`src/rtl/fetch_queue.sv`:
```
// fetch_queue: instruction prefetch queue with redirect squash and halt drain.
// Requests are reserved against queue space so a response always has a slot.
// The queue head is presented from output registers, refreshed at every edge.
module fetch_queue #(
  parameter int DEPTH = 4,
  parameter int PC_W  = 10
) (
  input  logic            clock,
  input  logic            reset,
  output logic            imem_req,
  output logic [PC_W-1:0] imem_addr,
  input  logic [31:0]     imem_rdata,
  input  logic            redirect_valid,
  input  logic [PC_W-1:0] redirect_pc,
  input  logic            halt,
  output logic            out_valid,
  input  logic            out_ready,
  output logic [31:0]     out_instr,
  output logic [PC_W-1:0] out_pc,
  output logic            halted
);

  localparam int PTR_W = $clog2(DEPTH);
  localparam int CNT_W = PTR_W + 1;
  localparam int ENT_W = 32 + PC_W;
  localparam logic [CNT_W-1:0] DEPTH_CNT = CNT_W'(DEPTH);

  typedef enum logic [1:0] {RUN, DRAIN, HALTED} state_t;

  state_t           state_reg;
  logic [PC_W-1:0]  fetch_pc_reg;
  logic             inflight_reg;
  logic [PC_W-1:0]  inflight_pc_reg;
  logic [PTR_W-1:0] head_reg;
  logic [PTR_W-1:0] tail_reg;
  logic [CNT_W-1:0] count_reg;
  logic [ENT_W-1:0] mem [DEPTH];
  logic             out_valid_reg;
  logic [31:0]      out_instr_reg;
  logic [PC_W-1:0]  out_pc_reg;

  logic             active;
  logic             flush;
  logic             push;
  logic             pop;
  logic             can_issue;
  logic [CNT_W-1:0] occupancy;
  logic [CNT_W-1:0] remain;
  logic [CNT_W-1:0] count_next;
  logic [PTR_W-1:0] head_next;
  logic [PTR_W-1:0] tail_next;
  logic [ENT_W-1:0] push_entry;
  logic [ENT_W-1:0] head_entry_next;

  // Redirect flushes the queue and squashes the response arriving this cycle.
  assign active     = (state_reg != HALTED);
  assign flush      = active && redirect_valid;
  assign push       = active && inflight_reg && !redirect_valid;
  assign pop        = out_valid_reg && out_ready && !flush;
  assign push_entry = {imem_rdata, inflight_pc_reg};

  // Queued entries plus the outstanding request must leave room for one more.
  assign occupancy = count_reg + CNT_W'(inflight_reg);
  assign can_issue = (state_reg == RUN) && (occupancy < DEPTH_CNT)
                     && !redirect_valid && !halt;

  assign imem_req  = can_issue && !reset;
  assign imem_addr = fetch_pc_reg;
  assign out_valid = out_valid_reg;
  assign out_instr = out_instr_reg;
  assign out_pc    = out_pc_reg;
  assign halted    = (state_reg == HALTED);

  // Next queue pointers/count, and the entry that will sit at the head after this edge.
  always_comb begin
    remain     = count_reg - CNT_W'(pop);
    head_next  = head_reg + PTR_W'(pop);
    tail_next  = tail_reg + PTR_W'(push);
    count_next = remain + CNT_W'(push);
    if (flush) begin
      head_next  = '0;
      tail_next  = '0;
      count_next = '0;
    end
    // An empty queue (after the pop) means the new head is the entry being pushed.
    head_entry_next = (remain == '0) ? push_entry : mem[head_next];
  end

  // Queue storage: the response is written at the tail the cycle it arrives.
  always_ff @(posedge clock) begin
    if (push) begin
      mem[tail_reg] <= push_entry;
    end
  end

  // Fetch control FSM, queue bookkeeping and registered head presentation.
  always_ff @(posedge clock) begin
    if (reset) begin
      state_reg       <= RUN;
      fetch_pc_reg    <= '0;
      inflight_reg    <= 1'b0;
      inflight_pc_reg <= '0;
      head_reg        <= '0;
      tail_reg        <= '0;
      count_reg       <= '0;
      out_valid_reg   <= 1'b0;
      out_instr_reg   <= '0;
      out_pc_reg      <= '0;
    end else begin
      inflight_reg    <= imem_req;
      inflight_pc_reg <= fetch_pc_reg;
      if (flush) begin
        fetch_pc_reg <= redirect_pc;
      end else if (imem_req) begin
        fetch_pc_reg <= fetch_pc_reg + 1'b1;
      end

      head_reg      <= head_next;
      tail_reg      <= tail_next;
      count_reg     <= count_next;
      out_valid_reg <= (count_next != '0);
      if (count_next != '0) begin
        {out_instr_reg, out_pc_reg} <= head_entry_next;
      end

      case (state_reg)
        RUN: begin
          if (halt) begin
            state_reg <= DRAIN;
          end
        end
        DRAIN: begin
          if (redirect_valid || ((count_reg == '0) && !inflight_reg)) begin
            state_reg <= HALTED;
          end
        end
        default: begin
          state_reg <= HALTED;
        end
      endcase
    end
  end

endmodule
```
`config.mk`:
```
export PLATFORM = sky130hd
export DESIGN_NAME = fetch_queue
export DESIGN_NICKNAME = d
export VERILOG_FILES = /design/src/rtl/fetch_queue.sv
export SDC_FILE = /design/constraint.sdc
export NUM_CORES = 1
export LEC_CHECK = 0
export CAP_MARGIN = 15
export CORE_ASPECT_RATIO = 1.25
export CORE_UTILIZATION = 40
export CTS_CLUSTER_DIAMETER = 120
export DETAILED_ROUTE_END_ITERATION = 6
export GPL_TIMING_DRIVEN = 1
export RECOVER_POWER = 50
export SYNTH_ARGS = -nofsm -noshare
export SYNTH_HDL_FRONTEND = slang
export SYNTH_SLANG_ARGS = --single-unit
```
`constraint.sdc`:
```
create_clock -name clock -period 10.4 [get_ports clock]
set_input_delay 2.08 -clock clock [delete_from_list [all_inputs] [get_ports clock]]
set_output_delay 2.08 -clock clock [all_outputs]
set_load 0.1 [all_outputs]
```
==> flow_summary.json <==
{
  "drc": 0,
  "grt_usage_pct": 17.8,
  "status": "finished with violations",
  "crit_required_ps": 8320,
  "cts_buffer_depth": 3,
  "yosysTopAreaCellShare_pct": 55.1,
  "coreArea_um2": 22400,
  "cts_root_buffer": "clkbuf_16",
  "violations": "max-capacitance violations, max-slew violations",
  "rr_worst_depth": 9,
  "arrival_ps": 5340,
  "cts_setup_buffers": 0,
  "std_cell_rows": 61,
  "yosysUniqueCellTypes": 37,
  "synth_cells": 651,
  "die_area_um2": 23500,
  "fillers": 1855,
  "yosysMostFrequentCell": "edfxtp_1",
  "finalMaxSlewViolations": 25,
  "port_buffers": 101,
  "grt_first_pass_wirelength_um": 32100,
  "fin_crit_sh_pct": 71.4,
  "synth_top_flop_cell": "edfxtp_1",
  "ctsHtreeMaxLevel": 1,
  "antenna_cells": 0,
  "grt_pass1_vias": 5859,
  "final_core_util_pct": 49.8,
  "syn_area_um2": 9150,
  "die_h_um": 171,
  "clkTransAtPathRegs_ps": 60,
  "ys_top_cells_by_count": "168 x edfxtp_1, 88 x nand2_1, 73 x dfxtp_1",
  "vias": 5787,
  "drive_gt1_share_pct": 6.73,
  "clkSinkCount": 241,
  "finalCriticalPeriod_ps": 7420,
  "hold_depth": 1,
  "gp_congestion": 0.794,
  "numCtsBuffers": 23,
  "fmax_ghz": 0.135,
  "synth-async-reset-ratio_pct": 0,
  "start_util_pct": 40.9,
  "largest_register_ffs": 168,
  "ff_latch_area_um2": 6510,
  "tritoncts": "built",
  "pin_count": 102,
  "hold_violations": 0,
  "tns_ps": 0,
  "synth-edff-count": 168,
  "setup-violations-final": 0,
  "fin_nets": 796,
  "yosysWarnings": 0,
  "clock_latency_ps": 500,
  "dpl_worst_slack_ps": 3150,
  "critPathMaxFanout": 29,
  "wl_um": 20400,
  "fin_skew_ps": 15.9,
  "multi_input_area_um2": 2490,
  "worst_setup_path_start_kind": "input port",
  "leakage_uw": 0.00365,
  "antenna_left": 0,
  "via_per_inst": 5.56,
  "yosysSeqAreaShare_pct": 71.1,
  "placedCellCount": 1000,
  "wire_per_inst_um": 19.6,
  "firstDrtPassIters": 4,
  "ir_drop_v": 0.000103,
  "fp.dieW_um": 137,
  "hp-class": "reg -> reg",
  "cts_resized": 0,
  "syn_avg_cell_area_um2": 14.1,
  "rsz0062_at_grt": "false",
  "cap_viol_max_count": 1,
  "grt_antenna_before_repair": 1,
  "crit_type": "in -> out",
  "place.detailed.hpwl_um": 11100,
  "ys_top_cells_by_area": "edfxtp_1 55%, dfxtp_1 16%, a221o_1 4.6%",
  "first_iter_violations": 379,
  "power_uw": 1950,
  "hold_buffers": 0,
  "syn_nets": 705,
  "worstSetupEndpointType": "primary output",
  "layout_setup_ws_ps": 2980,
  "max-slew-margin-rel_pct": -8.46,
  "power_density_nw_per_um2": 175,
  "worst_pin_slew_ps": 1630,
  "finalNonFillerCells": 1041,
  "syn_to_final_growth_pct": 21.6,
  "synth_area_leader_cell": "edfxtp_1",
  "grt_max_degree": 88,
  "grt-ovfl-total": 0,
  "ys_seq_elements": 241
}
==> worst max-delay path, cell delays in order <==
cell and delay (ps):
dlygate4sd3_1 530, clkbuf_1 540, a2111oi_4 910, clkdlybuf4s50_1 1280
==> path summary, 6_finish.rpt <==
check | to | slack (ps) | from
worst max-delay path | imem_req | 2980 | reset
worst min-delay path | out_instr[27] | 480 | out_instr[27]
worst max register to register | out_instr[29] | 6150 | state_reg[0]
worst min register to register | out_instr[27] | 480 | out_instr[27]
==> placed cells by master, fill, tap and decap left out, types with 4 or more instances in the layout <==
| cell | netlist | routed |
|---|---|---|
| nand4_1 | 4 | 4 |
| clkbuf_16 | 0 | 23 |
| ha_1 | 7 | 6 |
| nor2b_1 | 53 | 52 |
| edfxtp_1 | 168 | 168 |
| nor2_1 | 13 | 12 |
| xor2_1 | 8 | 8 |
| nor3_1 | 7 | 7 |
| a221o_1 | 42 | 42 |
| inv_1 | 10 | 10 |
| and2_1 | 6 | 5 |
| buf_4 | 0 | 8 |
| dfxtp_1 | 73 | 73 |
| a211oi_1 | 50 | 50 |
| clkinv_1 | 0 | 7 |
| a311oi_1 | 42 | 42 |
| dlygate4sd3_1 | 0 | 34 |
| nand2_1 | 88 | 88 |
| and3_1 | 4 | 4 |
| clkbuf_1 | 40 | 9 |
| clkdlybuf4s50_1 | 0 | 67 |
| xnor2_1 | 4 | 4 |
| nand3_1 | 5 | 4 |
==> final cells by class <==
class / count / area share, %
inverter: 10 / 0.337
timing repair buffer: 112 / 9.72
sequential: 241 / 58.5
clock buffer: 30 / 5.50
tap: 283 / 3.18
multi-input combinational: 354 / 22.4
clock inverter: 11 / 0.450
==> layer usage <==
layer	wire (um)	vias up	track usage, %
met5	13	-	0
met4	391	2	5.92
met3	846	33	2.28
met2	10100	138	29.9
met1	9050	2917	23.6
li1	-	2697	-
==> stage by stage <==
step                area (um2)  hold slack (ps)
floorplan                 9150              461
global placement         10500              471
detailed placement       10500              471
CTS                      11200              488
global route             11100              504
finish                   11100              485
==> cells by family after synthesis <==
group           Yosys count  share of synthesized area (%)
compound gates          147                           14.0
buf+inv                  56                           2.52
flops                   241                           71.1
xor+xnor                 13                           1.39
fa+ha+maj                 7                          0.957
simple gates            187                           10.0
==> where the power goes <==
part	total, uW	leakage [uW]	internal, uW	switching, uW
sequential	1050	0.00210	1040	12.8
clock	745	0.000325	414	331
combinational	148	0.00122	41.5	107
total	1950	0.00365	1500	451
Note: power is estimated with default switching activity, not from simulation.
